$ cat src/rtl/bitwise_alu_pipe.sv
// ---------------------------------------------------------------------------
// bitwise_alu_pipe
//
// Pipelined bitwise ALU. One of eight bitwise operations is applied to two
// WIDTH-bit operands; the result plus its zero and parity flags travel
// through a STAGES-deep register pipeline with full backpressure. A chained
// mode substitutes the previous accepted result (the accumulator) for
// operand b.
//
// Handshake semantics (both sides): a beat transfers on a rising edge where
// valid && ready are both 1. A producer holding valid=1 keeps its payload
// stable until the transfer; ready may depend combinationally on the far
// side (in_ready is combinational from out_ready through the pipeline).
//
// Ports:
//   clk         clock, all state updates on the rising edge
//   rst         synchronous active-high reset
//   in_valid    operand beat present
//   in_ready    block accepts the beat this cycle
//   in_a        operand a
//   in_b        operand b (ignored when in_chain=1)
//   in_op       operation select (AND OR XOR NAND NOR XNOR ANDN PASS)
//   in_chain    1 = use the accumulator in place of in_b
//   out_valid   result beat present
//   out_ready   downstream accepts the result
//   out_result  operation result
//   out_zero    1 when out_result == 0
//   out_parity  XOR-reduction of out_result
// ---------------------------------------------------------------------------
module bitwise_alu_pipe #(
    parameter int WIDTH  = 32,
    parameter int STAGES = 2
) (
    input  logic             clk,
    input  logic             rst,
    input  logic             in_valid,
    output logic             in_ready,
    input  logic [WIDTH-1:0] in_a,
    input  logic [WIDTH-1:0] in_b,
    input  logic [2:0]       in_op,
    input  logic             in_chain,
    output logic             out_valid,
    input  logic             out_ready,
    output logic [WIDTH-1:0] out_result,
    output logic             out_zero,
    output logic             out_parity
);

    typedef enum logic [2:0] {
        OP_AND  = 3'b000,
        OP_OR   = 3'b001,
        OP_XOR  = 3'b010,
        OP_NAND = 3'b011,
        OP_NOR  = 3'b100,
        OP_XNOR = 3'b101,
        OP_ANDN = 3'b110,
        OP_PASS = 3'b111
    } op_e;

    // Pipeline state
    logic [STAGES-1:0] valid_q;
    logic [WIDTH-1:0]  res_q [STAGES];
    logic [STAGES-1:0] zero_q;
    logic [STAGES-1:0] par_q;
    logic [WIDTH-1:0]  acc_q;
    logic [WIDTH-1:0]  acc_d;

    // Combinational datapath / control
    logic [STAGES-1:0] load;     // stage i takes new contents this cycle
    logic [WIDTH-1:0]  b_eff;
    logic [WIDTH-1:0]  res_d;
    logic              accept;

    // Stage i can load when it, or any stage downstream of it, has a hole,
    // or when the last stage is being drained. Walking from the output back
    // toward the input gives this without a self-referencing vector.
    always_comb begin
        logic rdy;
        rdy  = out_ready;
        load = '0;
        for (int i = STAGES - 1; i >= 0; i--) begin
            rdy     = rdy || !valid_q[i];
            load[i] = rdy;
        end
    end

    assign in_ready = load[0] && !rst;
    assign accept   = in_valid && in_ready;

    // The accumulator always holds the latest accepted result, so a chained
    // beat directly behind another sees that result with no bubble.
    assign b_eff = in_chain ? acc_q : in_b;

    always_comb begin
        res_d = in_a;
        case (op_e'(in_op))
            OP_AND:  res_d = in_a & b_eff;
            OP_OR:   res_d = in_a | b_eff;
            OP_XOR:  res_d = in_a ^ b_eff;
            OP_NAND: res_d = ~(in_a & b_eff);
            OP_NOR:  res_d = ~(in_a | b_eff);
            OP_XNOR: res_d = ~(in_a ^ b_eff);
            OP_ANDN: res_d = in_a & ~b_eff;
            OP_PASS: res_d = in_a;
            default: res_d = in_a;
        endcase
    end

    assign acc_d = accept ? res_d : acc_q;

    always_ff @(posedge clk) begin
        if (rst) begin
            valid_q <= '0;
            acc_q   <= '0;
            zero_q  <= '1;   // cleared result is zero, so its flag reads 1
            par_q   <= '0;
            for (int i = 0; i < STAGES; i++) begin
                res_q[i] <= '0;
            end
        end else begin
            acc_q <= acc_d;

            // Stage 0: flags are computed once here and only copied later.
            if (load[0]) begin
                valid_q[0] <= accept;
            end
            if (accept) begin
                res_q[0]  <= res_d;
                zero_q[0] <= ~|res_d;
                par_q[0]  <= ^res_d;
            end

            // Stages 1..STAGES-1: pure delay. Payload only moves with a valid
            // beat so an empty stage keeps its last contents.
            for (int i = 1; i < STAGES; i++) begin
                if (load[i]) begin
                    valid_q[i] <= valid_q[i-1];
                    if (valid_q[i-1]) begin
                        res_q[i]  <= res_q[i-1];
                        zero_q[i] <= zero_q[i-1];
                        par_q[i]  <= par_q[i-1];
                    end
                end
            end
        end
    end

    assign out_valid  = valid_q[STAGES-1];
    assign out_result = res_q[STAGES-1];
    assign out_zero   = zero_q[STAGES-1];
    assign out_parity = par_q[STAGES-1];

endmodule

$ cat config.mk
export PLATFORM = sky130hd
export DESIGN_NAME = bitwise_alu_pipe
export DESIGN_NICKNAME = d
export VERILOG_FILES = /design/src/rtl/bitwise_alu_pipe.sv
export SDC_FILE = /design/constraint.sdc
export NUM_CORES = 1
export LEC_CHECK = 0
export ABC_AREA = 0
export BUFFER_PORTS_ARGS = -buffer_cell sky130_fd_sc_hd__buf_2
export CAP_MARGIN = 0
export CORE_UTILIZATION = 60
export CTS_CLUSTER_SIZE = 20
export DETAILED_ROUTE_END_ITERATION = 10
export PLACE_DENSITY = 0.92
export SYNTH_ARGS = -nofsm -noshare
export SYNTH_HDL_FRONTEND = slang
export SYNTH_SLANG_ARGS = --single-unit
export TNS_END_PERCENT = 100
$ cat constraint.sdc
create_clock -name clk -period 3.4 [get_ports clk]
set_input_delay 0.17 -clock clk [delete_from_list [all_inputs] [get_ports clk]]
set_output_delay 0.17 -clock clk [all_outputs]
set_load 0.005 [all_outputs]
### After elaboration in Yosys (flattened, before gate mapping)

Memories as Yosys holds them, arrays and structs flattened.
Index checks and enable logic that the tools add are counted.

| storage, ports and cells | value |
|---|---|
| bits of input ports | 72 |
| word-level logic and storage cells | 50 |
| memories kept | 1 |
| output and inout port bits | 36 |
| flip-flop bits (word level) | 38 |
| bits in writable memories | 64 |

Memory list:

| memory | words | bits a word | rd ports | clocked after Yosys merged registers in | write ports | line | source |
|---|---|---|---|---|---|---|---|
| res_q | 2 | 32 | 2 | 0 | 2 | 62 | `logic [WIDTH-1:0] res_q [STAGES];` |

| cells by class | value |
|---|---|
| reductions and logical operators | 12 |
| bitwise logic cells | 10 |
| muxes and demuxes | 13 |
| equal/unequal tests | 7 |

Operators by type and width:

| kind | count |
|---|---|
| case mux 32 bit (8 select lines) | 1 |
| inverter 32 bit | 4 |
| two-way mux 32 bit | 3 |
| bitwise AND 32 bit | 2 |
| bitwise OR 32 bit | 1 |
| OR reduction 32 bit | 1 |
| XOR reduction 32 bit | 1 |
| bitwise XOR 32 bit | 1 |
| == test 3 bit (second input constant) | 4 |
| two-way mux 1 bit | 9 |
| == test 3 x 2 -> 1 bit (second input constant) | 2 |
| zero test 1 bit | 4 |
| == test 3 x 1 -> 1 bit (second input constant) | 1 |
| zero test 3 bit | 1 |
| logical AND 1 bit | 2 |
| logical OR 1 bit | 2 |
| bitwise OR 1 bit | 2 |
| AND reduction 2 bit | 1 |

### Depth between registers and ports, before layout

Gate-level depths: netlist of run 1.

| logic depth | value |
|---|---|
| word-level depth | 9 |
| depth in mapped cells | 15 |

### Worst setup path before layout of run 1

No wires, ideal clock.

| timing | value |
|---|---|
| kind | input to register |
| start | in in_chain |
| end | reg par_q[0] |
| path slack | 532 ps |
| path buffers | 2 |
| stages | 13 |
| arrival | 2,745 ps |
| path through | clkbuf_1 buf_2 mux2i_1 ha_1 nand2_1 o21ai_0 mux4_2 ha_1 xor2_1 xnor2_1 xnor2_1 xnor2_1 o21ai_0 |

| between the ends | value |
|---|---|
| word-level cells in the longest chain between the ends | 5 |
| elaborated cells between the ends (all ways) | 11 |

Ends and longest elaborated chain:

| element | line | source |
|---|---|---|
| start, declared | 41 | `input logic in_chain,` |
| two-way mux 32 bit (*) | 92 | `assign b_eff = in_chain ? acc_q : in_b;` |
| inverter 32 bit, or another cell as far along | 103 | `OP_ANDN: res_d = in_a & ~b_eff;` |
| bitwise AND 32 bit, or another cell as far along | 103 |  |
| case mux 32 bit (8 select lines) (*) | 96 | `case (op_e'(in_op))` |
| XOR reduction 32 bit (*) | 130 | `par_q[0] <= ^res_d;` |
| end signal, assigned | 130 |  |
| end signal, assigned by index | 141 | `par_q[i] <= par_q[i-1];` |
| end, declared | 64 | `logic [STAGES-1:0] par_q;` |

Every way passes the cells marked *; elsewhere a longest branch is shown, timed or not.
A chain may end at the register's enable or synchronous reset.

### Worst setup path after layout of run 1

Ends and elaborated chain as after synthesis.

==> impl_results.md, run 1 <==
* Outcome: complete, no violations
* # DRC at 0
* Aggregate global-route resource usage at 25.7%
* Post-Synthesis Cells at 879
* Power density relative to cell area at 408 nW/um2
* Setup-violating endpoint count in the final report at 0
* Most frequent standard cell in the layout excluding fill and tap cells: ha_1
* Data required time at the worst endpoint at 3.62 ns
* Number of buffers created by CTS at 9
* Top area cells in the synthesized netlist: edfxtp_1 (23%), ha_1 (17%), dfxtp_1 (9.1%)
* Area growth from synthesis to layout at 7.95%
* Maximum number of pins on one net before global-route repair at 65
* Worst-case setup margin in the final layout at 0.462 ns
* Number of global-route vias before repair at 5828
* Fraction of synthesized cell area taken by the top area cell type at 23.1%
* Worst Hold Class: primary input to register
* Initial Utilization at around 62%
* CTS H-tree depth at 3
* Dpl cells at roughly 1100
* Maximum net fanout on the critical path at 25
* Worst Reg-to-Reg Cells at 11
* Maximum buffer depth of the clock tree at 2
* Sink count of the clock tree at 102
* Hold Vio Cnt, Final at 0
* Kind of end point of the critical path: register
* Hold endpoint: valid_q[0]
* Busiest layer in global routing: met2
* Worst slack after detailed placement at between 0.15 and 0.2 ns
* Capturing point of the worst reg2reg path: par_q[0]
* Cell row count at 42
* Post-Synthesis Net Count at 1063
* Number of iterations in the first detailed-routing pass at 5
* TritonCTS clock tree: yes
* WL final at ~18000 um
* Port Buffers at 107
* Number of max-cap violations at 0
* Remaining antenna violation count after routing at 0
* Fraction of the yosys area taken by sequential cells at 32.3%
* Min-delay src: in_valid
* Fin crit share at 86.4%
* Placeable core region at 13400 um2
* Later-pin clock latency in the skew report at 0.35 ns
* Count of cells resized by post-cts repair at 0
* Die Wd at between 100 and 150 um
* Max-slew headroom at the worst pin at between 15 and 20%
* Post-DP HPWL at 13200 um
* Crit Path Category: primary input to register
* Reg2reg start: acc_q[30]
* VDD IR max at 0.262 mV
* Number of register bits inferred by synthesis at just over 100
* Routed wirelength normalized by instance count at between 15 and 20 um
* Count of filler cells inserted in the layout at 1017
* Global-route wire length before repair at roughly 29000 um
* DIE AREA at approximately 14000 um2
* Critical path launch point type: primary input
* Setup crit start: in_chain
* Max-slew violation count at 0
* Total congestion overflow after global routing at 0
* Number of library cell types mapped by synthesis at 35
* Signal arrival time at the worst endpoint at 3.16 ns
* Cell taking the most area after synthesis: edfxtp_1
* Max Clock Skew at 0.00894 ns
* Global-route track usage on met3 at 3.85%
* Weighted congestion reported at the end of routability-driven placement at between 0.8 and 0.9
* Share of final-layout standard cells stronger than drive strength 1 at 17.7%
* Most frequent cells in the layout: ha_1 (112), buf_2 (106), inv_1 (75)
* Ys Warns at 0
* Clock transition time at the flip-flop clock pins of the worst setup and hold paths at 0.07 ns
* Clock root buffer: clkbuf_16
* Height of the die at 120 um
* R2R Setup Slk at roughly 0.5 ns
* Shortest period the worst path allows at just under 3 ns
* Met1 Use GR at 35.9%
* Unrepaired setup endpoints after global routing: no
* Initial antenna violation count at 2
* Post-CTS setup buffers at 0
* Met2 usage at 39.9%
* Worst Hold Depth at 3
* Via-to-Cell Ratio at 5.84
* Slew at the pin with the worst max-slew slack at 1.20 ns
* Max Freq at 0.340 GHz
* TNS Setup at 0 ns
* Static leakage at 4.16 nW
* Count of pins on the block boundary at 108
* DRT iter0 DRCs at 637
* Final-stage net count at 1102
* Post-layout instance count excluding filler cells at about 1100
* Hold bufs inserted after CTS at 0
* Netlist Area Pre-Place at 8310 um2
* Total vias in the final route at 6430
* Mean instance size in the synthesized netlist at between 9 and 10 um2
[stage by stage]
stage | power (mW) | utilization, % | hold WS [ns] | area (um2)
floorplan | 2.36 | - | 0.291 | 8310
global placement | 2.58 | 64.6 | 0.441 | 8660
detailed placement | 2.62 | 64.6 | 0.450 | 8660
CTS | 3.66 | 66.9 | 0.109 | 8970
global route | 3.83 | 66.9 | 0.168 | 8970
finish | 3.66 | 67.0 | 0.115 | 8970
[cell type report]
type                       count  area (um2)  share of cell area [%]
timing repair buffer         126         706                    7.86
clock buffer                  10         250                    2.79
clock inverter                 6        58.8                   0.655
antenna                        2        5.00                  0.0558
tap                          176         220                    2.45
multi-input combinational    604        4770                    53.2
inverter                      75         282                    3.14
sequential                   102        2680                    29.9
[per-layer routing]
metal,vias to the layer above,part of all wire (%)
li1,3132,-
met1,3003,45
met2,257,45
met3,38,7.5
met4,0,3.3
met5,-,0
[worst max-delay path by stage]
stage	endpoint	slack (ns)	depth (start not counted)
6_report	par_q[0]	0.46	13
5_1_grt	par_q[0]	0.32	15
4_1_cts	par_q[0]	0.51	13
3_5_place_dp	par_q[0]	0.16	13
3_3_place_gp	par_q[0]	0.27	15
2_1_floorplan	par_q[0]	0.53	13
[state kept, by name, indices dropped and copies added (netlist names)]
register,cells
valid_q,2
acc_q,32
par_q,2
zero_q,2
res_q,64
[synth_stat cells]
| library cell | count |
|---|---|
| nand2b_1 | 20 |
| nor3b_1 | 1 |
| buf_6 | 6 |
| ha_1 | 112 |
| xor2_1 | 2 |
| nor3_1 | 7 |
| inv_1 | 75 |
| mux2i_1 | 36 |
| a211oi_1 | 46 |
| and2_1 | 32 |
| a211o_1 | 1 |
| a21oi_2 | 1 |
| nand4_1 | 4 |
| buf_2 | 25 |
| o21ai_0 | 28 |
| or4_1 | 1 |
| and3b_1 | 1 |
| nand3b_1 | 33 |
| buf_4 | 38 |
| and3_1 | 24 |
| a31oi_1 | 1 |
| a21oi_1 | 38 |
| nor2b_1 | 37 |
| o21ai_1 | 41 |
| clkbuf_1 | 29 |
| o2bb2ai_2 | 11 |
| or3_1 | 2 |
| dfxtp_1 | 38 |
| nand2_1 | 10 |
| o22ai_1 | 1 |
| o2bb2ai_1 | 39 |
| xnor2_1 | 13 |
| nor2_1 | 55 |
| mux4_2 | 7 |
| edfxtp_1 | 64 |
[report_power, final]
part	leakage [nW]	total (mW)	internal [mW]	switching, mW
sequential	0.993	1.49	1.44	0.0466
combinational	3.01	1.13	0.507	0.623
clock	0.157	1.04	0.611	0.433
[critical path, cell delays in order]
cell     delay, ns
buf_2         0.20
buf_12        0.25
mux2i_1       0.39
ha_1          0.20
inv_1         0.04
mux4_2        0.44
a21oi_1       0.41
ha_1          0.33
xnor2_1       0.18
xnor2_1       0.18
xnor2_1       0.16
xnor2_1       0.13
o21ai_0       0.08
[logic make-up (layout without fill, tap and decap cells)]
logic type,count (synthesis),in the layout,synth area share [%]
buf+inv,173,217,10.4
flops,102,102,32.3
simple gates,227,227,15.6
xor+xnor,15,15,1.58
other cells,0,2,0
compound gates,207,207,17.1
fa+ha+maj,112,112,16.9
mux,43,43,6.23
Note: power is estimated with default switching activity, not from simulation.
==> inputs of run 2 (changes only) <==
--- a/config.mk
+++ b/config.mk
@@ -11,6 +11,7 @@
 export CORE_UTILIZATION = 60
 export CTS_CLUSTER_SIZE = 20
 export DETAILED_ROUTE_END_ITERATION = 10
+export MAX_ROUTING_LAYER = met4
 export PLACE_DENSITY = 0.92
 export SYNTH_ARGS = -nofsm -noshare
 export SYNTH_HDL_FRONTEND = slang
==> impl_results.md, run 2 (synthesized netlist as in run 1, its figures left out) <==
* Outcome: complete, no violations
* Number of max-cap violations at 0
* Fin crit share at 87.1%
* Top sig layer: met4
* Crit Path Category: primary input to register
* Setup-violating endpoint count in the final report at 0
* Largest register by flop count: res_q
* Sequential share of power at just over 40%
* Total vias in the final route at 6473
* WL final at 18000 um
* Worst path depth at 13
* DRT iter0 DRCs at 660
* Most frequent cells in the layout: ha_1 (112), buf_2 (106), inv_1 (75)
* Slew at the pin with the worst max-slew slack at between 1 and 1.5 ns
* Cell row count at 42
* Initial antenna violation count at 2
* Max Clock Skew at 0.00640 ns
* Worst Hold Depth at 3
* Global-route wire length before repair at 29000 um
* Top cell by count, worst path: xnor2_1
* Number of global-route vias before repair at 5844
* Routed wire length on met2 at 8080 um
* Internal power at 2.56 mW
* Post-CTS setup buffers at 0
* Die Wd at about 120 um
* DIE AREA at approximately 14000 um2
* CP max stage cell: mux4_2
* Met1 routed wirelength after detailed routing at 8010 um
* Met3 wirelength from detailed routing at 1370 um
* Weighted congestion reported at the end of routability-driven placement at 0.887
* Sink count of the clock tree at 102
* Largest regs: res_q: 64 flops, acc_q: 32 flops
* Max-slew violation count at 0
* Data required time at the worst endpoint at between 3 and 4 ns
* Hold Vio Cnt, Final at 0
* Net switching power of the design at 1.10 mW
* Count of pins on the block boundary at 108
* Later-pin clock latency in the skew report at 0.34 ns
* Number of buffers and inverters on the critical path at 3
* Count of filler cells inserted in the layout at 1019
* Worst Reg-to-Reg Cells at 11
* Kind of end point of the critical path: register
* Power density relative to cell area at 408 nW/um2
* Post-layout instance count excluding filler cells at approximately 1100
* Post-DP HPWL at 13200 um
* Total congestion overflow after global routing at 0
* Dpl cells at between 1000 and 1500
* Maximum net fanout on the critical path at 25
* TNS Setup at 0 ns
* Max-slew headroom at the worst pin at 19.9%
* Most frequent standard cell in the layout excluding fill and tap cells: ha_1
* Worst slack after detailed placement at 0.164 ns
* Family with the most delay on the worst path: multiplexers
* Capturing point of the worst reg2reg path: par_q[0]
* Min-delay src: in_valid
* Hold bufs inserted after CTS at 0
* Clock group share of total power at 28.5%
* Placeable core region at 13400 um2
* Total design power at 3.66 mW
* Reg2reg start: acc_q[30]
* Post-route standard cell area excluding fillers at ~9000 um2
* Critical path launch point type: primary input
* Number of buffers created by CTS at 9
* Static leakage at 4.16 nW
* Final-stage net count at 1102
* Maximum cell stage delay along the critical path at 0.44 ns
* Hold endpoint: valid_q[0]
* R2R Setup Slk at 0.48 ns
* VDD IR max at 0.259 mV
* Max FFs per register at 64
* Maximum buffer depth of the clock tree at 2
* Count of cells resized by post-cts repair at 0
* CTS H-tree depth at 3
* Remaining antenna violation count after routing at 0
* Clock transition time at the flip-flop clock pins of the worst setup and hold paths at ~0.07 ns
* Number of iterations in the first detailed-routing pass at 6
* # DRC at 0
* Shortest period the worst path allows at 2.96 ns
* Maximum number of pins on one net before global-route repair at 65
* Initial Utilization at 62.0%
* Share of final-layout standard cells stronger than drive strength 1 at between 10% and 20%
* Worst Hold Class: primary input to register
* Cells traversed along the worst timing path: buf_2, buf_12, mux2i_1, ha_1, inv_1, mux4_2, a21oi_1, ha_1, xnor2_1, xnor2_1, xnor2_1, xnor2_1, o21ai_0
* Area growth from synthesis to layout at 7.95%
* Clock root buffer: clkbuf_16
* Height of the die at 120 um
* Combined flip-flop and latch cell area at 2680 um2
* Routed wirelength normalized by instance count at 16.4 um
* Switch share at between 30% and 40%
* Combinational power share at a little under a third
* Placement Cell Area at 8660 um2
* Max Freq at 0.338 GHz
* Via-to-Cell Ratio at slightly below 6
* Unrepaired setup endpoints after global routing: no
* Worst-case setup margin in the final layout at about 0.44 ns
* Multi-input gate area at about 4800 um2
* Aggregate global-route resource usage at 26.4%
* Port Buffers at 107
* Signal arrival time at the worst endpoint at about 3.2 ns
* TritonCTS clock tree: yes
run 2: cell counts in the layout (fill, tap and decap cells not counted):
No cell type changed its count.
run 2: power by group through the flow:
stage,combinational (mW),sequential [mW],clock [mW]
after floorplan,0.868,1.49,0
after global placement,1.07,1.51,0
after detailed placement,1.11,1.51,0
after CTS,1.12,1.49,1.05
after global routing,1.24,1.50,1.09
final,1.13,1.49,1.04
run 2: metal layers:
layer	track usage, %	vias up
met5	-	-
met4	10.6	0
met3	3.47	39
met2	39.5	302
li1	-	3131
met1	36.3	3001
run 2: worst register-to-register path, cell delays in order (launching register included):
cell,delay [ns]
dfxtp_1,0.36
mux2i_1,0.13
ha_1,0.32
inv_1,0.04
mux4_2,0.44
a21oi_1,0.41
ha_1,0.34
xnor2_1,0.23
xnor2_1,0.16
xnor2_1,0.16
xnor2_1,0.13
o21ai_0,0.08
run 2: area by class of cell:
| class | count | share of cell area (%) |
|---|---|---|
| multi-input cells | 604 | 53.2 |
| flip-flops and latches | 102 | 29.9 |
| repair buffers | 126 | 7.86 |
| inverters | 75 | 3.14 |
| clock buffers | 10 | 2.79 |
| well taps | 176 | 2.45 |
| clock inverters | 6 | 0.655 |
| diodes | 2 | 0.0558 |
run 2: metrics by stage:
stage	util, %	hold slack, ns
finish	67.0	0.120
global route	67.0	0.170
CTS	66.9	0.109
detailed placement	64.6	0.450
global placement	64.6	0.441
floorplan	-	0.291
run 2: how the worst max path moves through the flow:
stage / slack, ns / startpoint / endpoint
6_report: 0.44 / in_chain / par_q[0]
5_1_grt: 0.32 / in_chain / par_q[0]
4_1_cts: 0.51 / in_chain / par_q[0]
3_5_place_dp: 0.16 / in_chain / par_q[0]
3_3_place_gp: 0.27 / in_chain / par_q[0]
2_1_floorplan: 0.53 / in_chain / par_q[0]
